[src/rtl/dclab_display_pkg.sv]
// Shared types and helpers for the display pipeline stages.
// Used by the binary-to-BCD converter and the seven-segment drivers.
package dclab_display_pkg;

  typedef enum logic [1:0] {
    S_IDLE,
    S_SHIFT,
    S_DONE
  } b2b_state_t;

  localparam int BCD_W = 4;

  // Double-dabble pre-shift correction. A digit of 5..9 becomes 8..12,
  // so the result always fits in four bits.
  function automatic logic [BCD_W-1:0] bcd_adj3(input logic [BCD_W-1:0] digit);
    return (digit >= 4'd5) ? digit + 4'd3 : digit;
  endfunction

endpackage

[src/rtl/bcd_digit_adj.sv]
// Combinational per-digit "add 3 if >= 5" stage used by the serial converter.
module bcd_digit_adj
  import dclab_display_pkg::*;
(
  input  logic [BCD_W-1:0] digit,
  output logic [BCD_W-1:0] adj
);

  assign adj = bcd_adj3(digit);

endmodule

[src/rtl/bin_to_bcd_serial.sv]
// Serial binary-to-BCD converter (double dabble), one input bit per clock.
// Results are held between conversions so downstream displays never flicker.
module bin_to_bcd_serial
  import dclab_display_pkg::*;
#(
  parameter int IN_W   = 16,
  parameter int DIGITS = 5
) (
  input  logic                    i_clk,
  input  logic                    i_rst_n,
  input  logic                    i_start,
  input  logic [IN_W-1:0]         i_bin,
  output logic                    o_busy,
  output logic                    o_valid,
  output logic [BCD_W*DIGITS-1:0] o_bcd,
  output logic [DIGITS-1:0]       o_lz,
  output logic                    o_ovf
);

  // state   | meaning
  // S_IDLE  | waiting for i_start; outputs hold the last result
  // S_SHIFT | adjust-then-shift one input bit per cycle, IN_W cycles
  // S_DONE  | publish result, pulse o_valid, return to idle

  localparam int ACC_W = BCD_W * DIGITS;
  localparam int CNT_W = $clog2(IN_W + 1);
  localparam logic [DIGITS-1:0] LZ_RST = {DIGITS{1'b1}} << 1;

  b2b_state_t        state;
  logic [IN_W-1:0]   bin_sr;
  logic [ACC_W-1:0]  acc;
  logic [ACC_W-1:0]  acc_adj;
  logic [CNT_W-1:0]  cnt;
  logic              ovf;
  logic [DIGITS-1:0] lz_next;
  logic              upper_zero;

  for (genvar k = 0; k < DIGITS; k++) begin : g_adj
    bcd_digit_adj u_adj (
      .digit (acc[BCD_W*k +: BCD_W]),
      .adj   (acc_adj[BCD_W*k +: BCD_W])
    );
  end

  // Digit k is blank when it and every digit above it are zero; digit 0 always shows.
  always_comb begin
    lz_next    = '0;
    upper_zero = 1'b1;
    for (int k = DIGITS - 1; k >= 1; k--) begin
      upper_zero = upper_zero & (acc[BCD_W*k +: BCD_W] == '0);
      lz_next[k] = upper_zero;
    end
  end

  always_ff @(posedge i_clk or negedge i_rst_n) begin
    if (!i_rst_n) begin
      state   <= S_IDLE;
      bin_sr  <= '0;
      acc     <= '0;
      cnt     <= '0;
      ovf     <= 1'b0;
      o_busy  <= 1'b0;
      o_valid <= 1'b0;
      o_bcd   <= '0;
      o_lz    <= LZ_RST;
      o_ovf   <= 1'b0;
    end else begin
      o_valid <= 1'b0;
      case (state)
        S_IDLE: begin
          if (i_start) begin
            bin_sr <= i_bin;
            acc    <= '0;
            ovf    <= 1'b0;
            cnt    <= CNT_W'(IN_W);
            o_busy <= 1'b1;
            state  <= S_SHIFT;
          end
        end
        S_SHIFT: begin
          // Anything pushed out of the top digit means the value needs more digits.
          acc    <= {acc_adj[ACC_W-2:0], bin_sr[IN_W-1]};
          bin_sr <= bin_sr << 1;
          ovf    <= ovf | acc_adj[ACC_W-1];
          cnt    <= cnt - CNT_W'(1);
          if (cnt == CNT_W'(1)) state <= S_DONE;
        end
        S_DONE: begin
          o_bcd   <= acc;
          o_lz    <= lz_next;
          o_ovf   <= ovf;
          o_valid <= 1'b1;
          o_busy  <= 1'b0;
          state   <= S_IDLE;
        end
        default: state <= S_IDLE;
      endcase
    end
  end

endmodule
[config.mk]
export PLATFORM = sky130hd
export DESIGN_NAME = bin_to_bcd_serial
export DESIGN_NICKNAME = d
export VERILOG_FILES = /design/src/rtl/dclab_display_pkg.sv /design/src/rtl/bcd_digit_adj.sv /design/src/rtl/bin_to_bcd_serial.sv
export SDC_FILE = /design/constraint.sdc
export NUM_CORES = 1
export LEC_CHECK = 0
export CAP_MARGIN = 30
export CORE_MARGIN = 4
export CORE_UTILIZATION = 30
export DETAILED_ROUTE_END_ITERATION = 6
export GPL_TIMING_DRIVEN = 0
export RECOVER_POWER = 50
export SYNTH_ARGS = -nofsm -noshare
export SYNTH_HDL_FRONTEND = slang
export SYNTH_SLANG_ARGS = --single-unit
[constraint.sdc]
create_clock -name i_clk -period 3.11 [get_ports i_clk]
set_input_delay 0.622 -clock i_clk [delete_from_list [all_inputs] [get_ports i_clk]]
set_output_delay 0.622 -clock i_clk [all_outputs]
set_load 0.05 [all_outputs]
==> metrics.txt <==
status=finished with violations; failing checks=max-capacitance violations, max-slew violations; period utilization=0.835; CTS tree=done; class of the worst hold path=reg -> reg; WL per Instance=~15 µm; Die Y=about 110 µm; Top FF cell, synth=dfrtp_1; register area share after synthesis=0.556; worst IR drop on VDD=0.460 mV; critical path arrival=around 2.8 ns; Sw Pwr=0.00184 W; largest net degree at the start of global routing=72; Worst Max-Slew Pin Slew=between 1.5 and 2 ns; mapped cell area=0.00320 mm²; FF-to-FF setup slack=0.68 ns; EDFF count, synth=0; Clk pwr share=0.177; initial antenna violation count=0; GRT overflow=0; setup bufs post-CTS=0; full die area=0.0124 mm²; Routed WL=around 7200 µm; pre-CTS setup slack=roughly 0.24 ns; ant diodes=0; Nets=about 390; Syn Area/Cell=10.9 µm²; sequential group share of total power=0.364; Final setup viols=0; fraction of layout cells with a size suffix above 1=0.115; max-slew violation count=slightly above 70; most frequent cells in the layout=dfrtp_1 (67), nand2_1 (55), clkdlybuf4s50_1 (43); critical path's most frequent cell=clkbuf_1; Int Power=0.00249 W; ys async rst share=1.00; clock skew=0.00709 ns; vias in the first global route=roughly 2500; CP cell instances=dlygate4sd3_1 > or3b_1 > clkbuf_1 > nand2_1 > clkbuf_1 > o31ai_1 > a32o_1; switching portion of total power=0.426; fillcell total=1049; Slew HR=-0.177; Die Width=111 µm; site row count=37; Leak Pwr=~1.8 nW; clock slew at reported path FFs=0.08 ns; Seq cells post-synth=71; CTS root buf=clkbuf_8; 1st-iter DRT viols=about 110; port bufs=45; Via density=4.80; setup TNS=0 ns; Sink Count=71; CP max stage delay=0.57 ns; Remaining DRCs=0; largest delay contributor family on the critical path=buffers and inverters; via count=around 2400; first drt pass iteration count=4; gp weighted congestion=a little over 0.8; Clock Latency Late Sink=0.35 ns; syn_nets=328; Hold Slack=0.469 ns; synth warn=0; most common cell after layout, fill and taps aside=dfrtp_1; Core ar.=0.0104 mm²; Area growth, synth to finish=25.9%; area of the multi-input gates=0.00131 mm²; endpoints failing hold=0; Final Critical Period=2.60 ns; clk buf depth=2; Logic pwr share=0.458; hold buffers post-CTS=0; H-tree levels=3; Total GRT Usage=0.122; unrepaired setup endpoints after global routing=no; WP buf/inv=3; clock buffer count from CTS=9; Worst Setup End Kind=register; Distinct cells, synth=36; final worst setup slack=0.513 ns; first-pass GRT wire length=between 10000 and 15000 µm; Cells after Synth=294; total power=0.00433 W; Crit-path slowest cell=dlygate4sd3_1; HPWL after DPL=about 5000 µm; critical path peak fanout=10; Resized cells post-CTS=0; Reg area=approximately 0.0018 mm²; Power Density=between 1000 and 1500 mW/mm²; Setup CP Type=in -> reg; Initial Util=0.309; io pins=47; antenna-violating nets left=0; worst path required time=~3.4 ns; fmax=0.385 GHz; Max-Cap Viols=1; startpoint types=input pin
[registers in the layout (all words and copies together), names as in the netlist]
| signal | count |
|---|---|
| acc | 20 |
| o_bcd | 20 |
| bin_sr | 16 |
| cnt | 5 |
| o_lz | 4 |
| state | 2 |
| o_busy | 1 |
| o_ovf | 1 |
| o_valid | 1 |
| ovf | 1 |
[worst min-delay path, stage by stage (launching register included)]
cell,delay (ns)
dfstp_2,0.37
nand2_1,0.06
o21ai_2,0.05
[final cells by class]
cell class,count,area share
Buffer,15,0.0149
Clock buffer,11,0.0376
Clock inverter,5,0.0140
Inverter,14,0.0130
Multi-Input combinational cell,194,0.325
Sequential cell,71,0.442
Tap cell,136,0.0422
Timing Repair Buffer,46,0.112
[cells in the mapped netlist, types with 2 or more instances]
library cell / number / area share
inv_1: 14 / 0.016
or3b_1: 2 / 0.0055
ha_1: 15 / 0.059
a21oi_1: 7 / 0.011
xor2_1: 2 / 0.0055
nand2_1: 55 / 0.064
o21ai_0: 23 / 0.036
mux2_2: 14 / 0.049
dfstp_2: 4 / 0.033
mux2i_1: 3 / 0.0094
a22oi_1: 15 / 0.035
xnor2_1: 5 / 0.014
nor3b_1: 2 / 0.0047
o211ai_1: 2 / 0.0047
clkbuf_1: 14 / 0.016
o32ai_1: 2 / 0.0055
a22o_1: 2 / 0.0055
o21ai_2: 2 / 0.0055
nor2_1: 3 / 0.0035
dfrtp_1: 67 / 0.52
nand3_1: 4 / 0.0063
nand2b_1: 6 / 0.012
a32o_1: 5 / 0.016
o22ai_1: 7 / 0.014
o31ai_1: 8 / 0.019
[final timing paths]
kind / cells after the start / to / start
max: 7 / acc[15] / i_start
min: 2 / o_lz[2] / o_lz[2]
max reg2reg: 6 / o_lz[1] / acc[16]
min reg2reg: 2 / o_lz[2] / o_lz[2]
max in group asynchronous: 1 / acc[9] / i_rst_n
min in group asynchronous: 1 / bin_sr[11] / i_rst_n
[power by group through the flow]
stage | Sequential, W | Combinational [W] | Clock, W
floorplan | 0.00193 | 0.00104 | 0
global placement | 0.00158 | 0.00196 | 0
detailed placement | 0.00159 | 0.00201 | 0
CTS | 0.00158 | 0.00201 | 0.000791
global route | 0.00164 | 0.00220 | 0.000830
finish | 0.00158 | 0.00198 | 0.000766
[cell families after synthesis]
family | Yosys count | share of synthesized area
mux | 17 | 0.0586
other cells | 1 | 0.00117
xor+xnor | 7 | 0.0191
simple gates | 80 | 0.117
fa+ha+maj | 15 | 0.0586
buf+inv | 29 | 0.0352
compound gates | 74 | 0.154
flops | 71 | 0.556
[metal layers]
metal | wire, µm | GRT usage | up-vias
met1 | 3270 | 0.154 | 1152
met5 | 0 | 0 | -
li1 | - | - | 1148
met2 | 3440 | 0.198 | 52
met3 | 421 | 0.0386 | 11
met4 | 102 | 0.0406 | 0
[per-stage QoR]
stage / utilization / instance area, µm² / instances
4_1_cts: 0.389 / 4030 / 492
2_1_floorplan: - / 3200 / 294
3_5_place_dp: 0.369 / 3830 / 476
3_3_place_gp: 0.369 / 3820 / 475
5_1_grt: 0.389 / 4030 / 492
6_report: 0.389 / 4030 / 492
(Power assumes the default switching activity.)
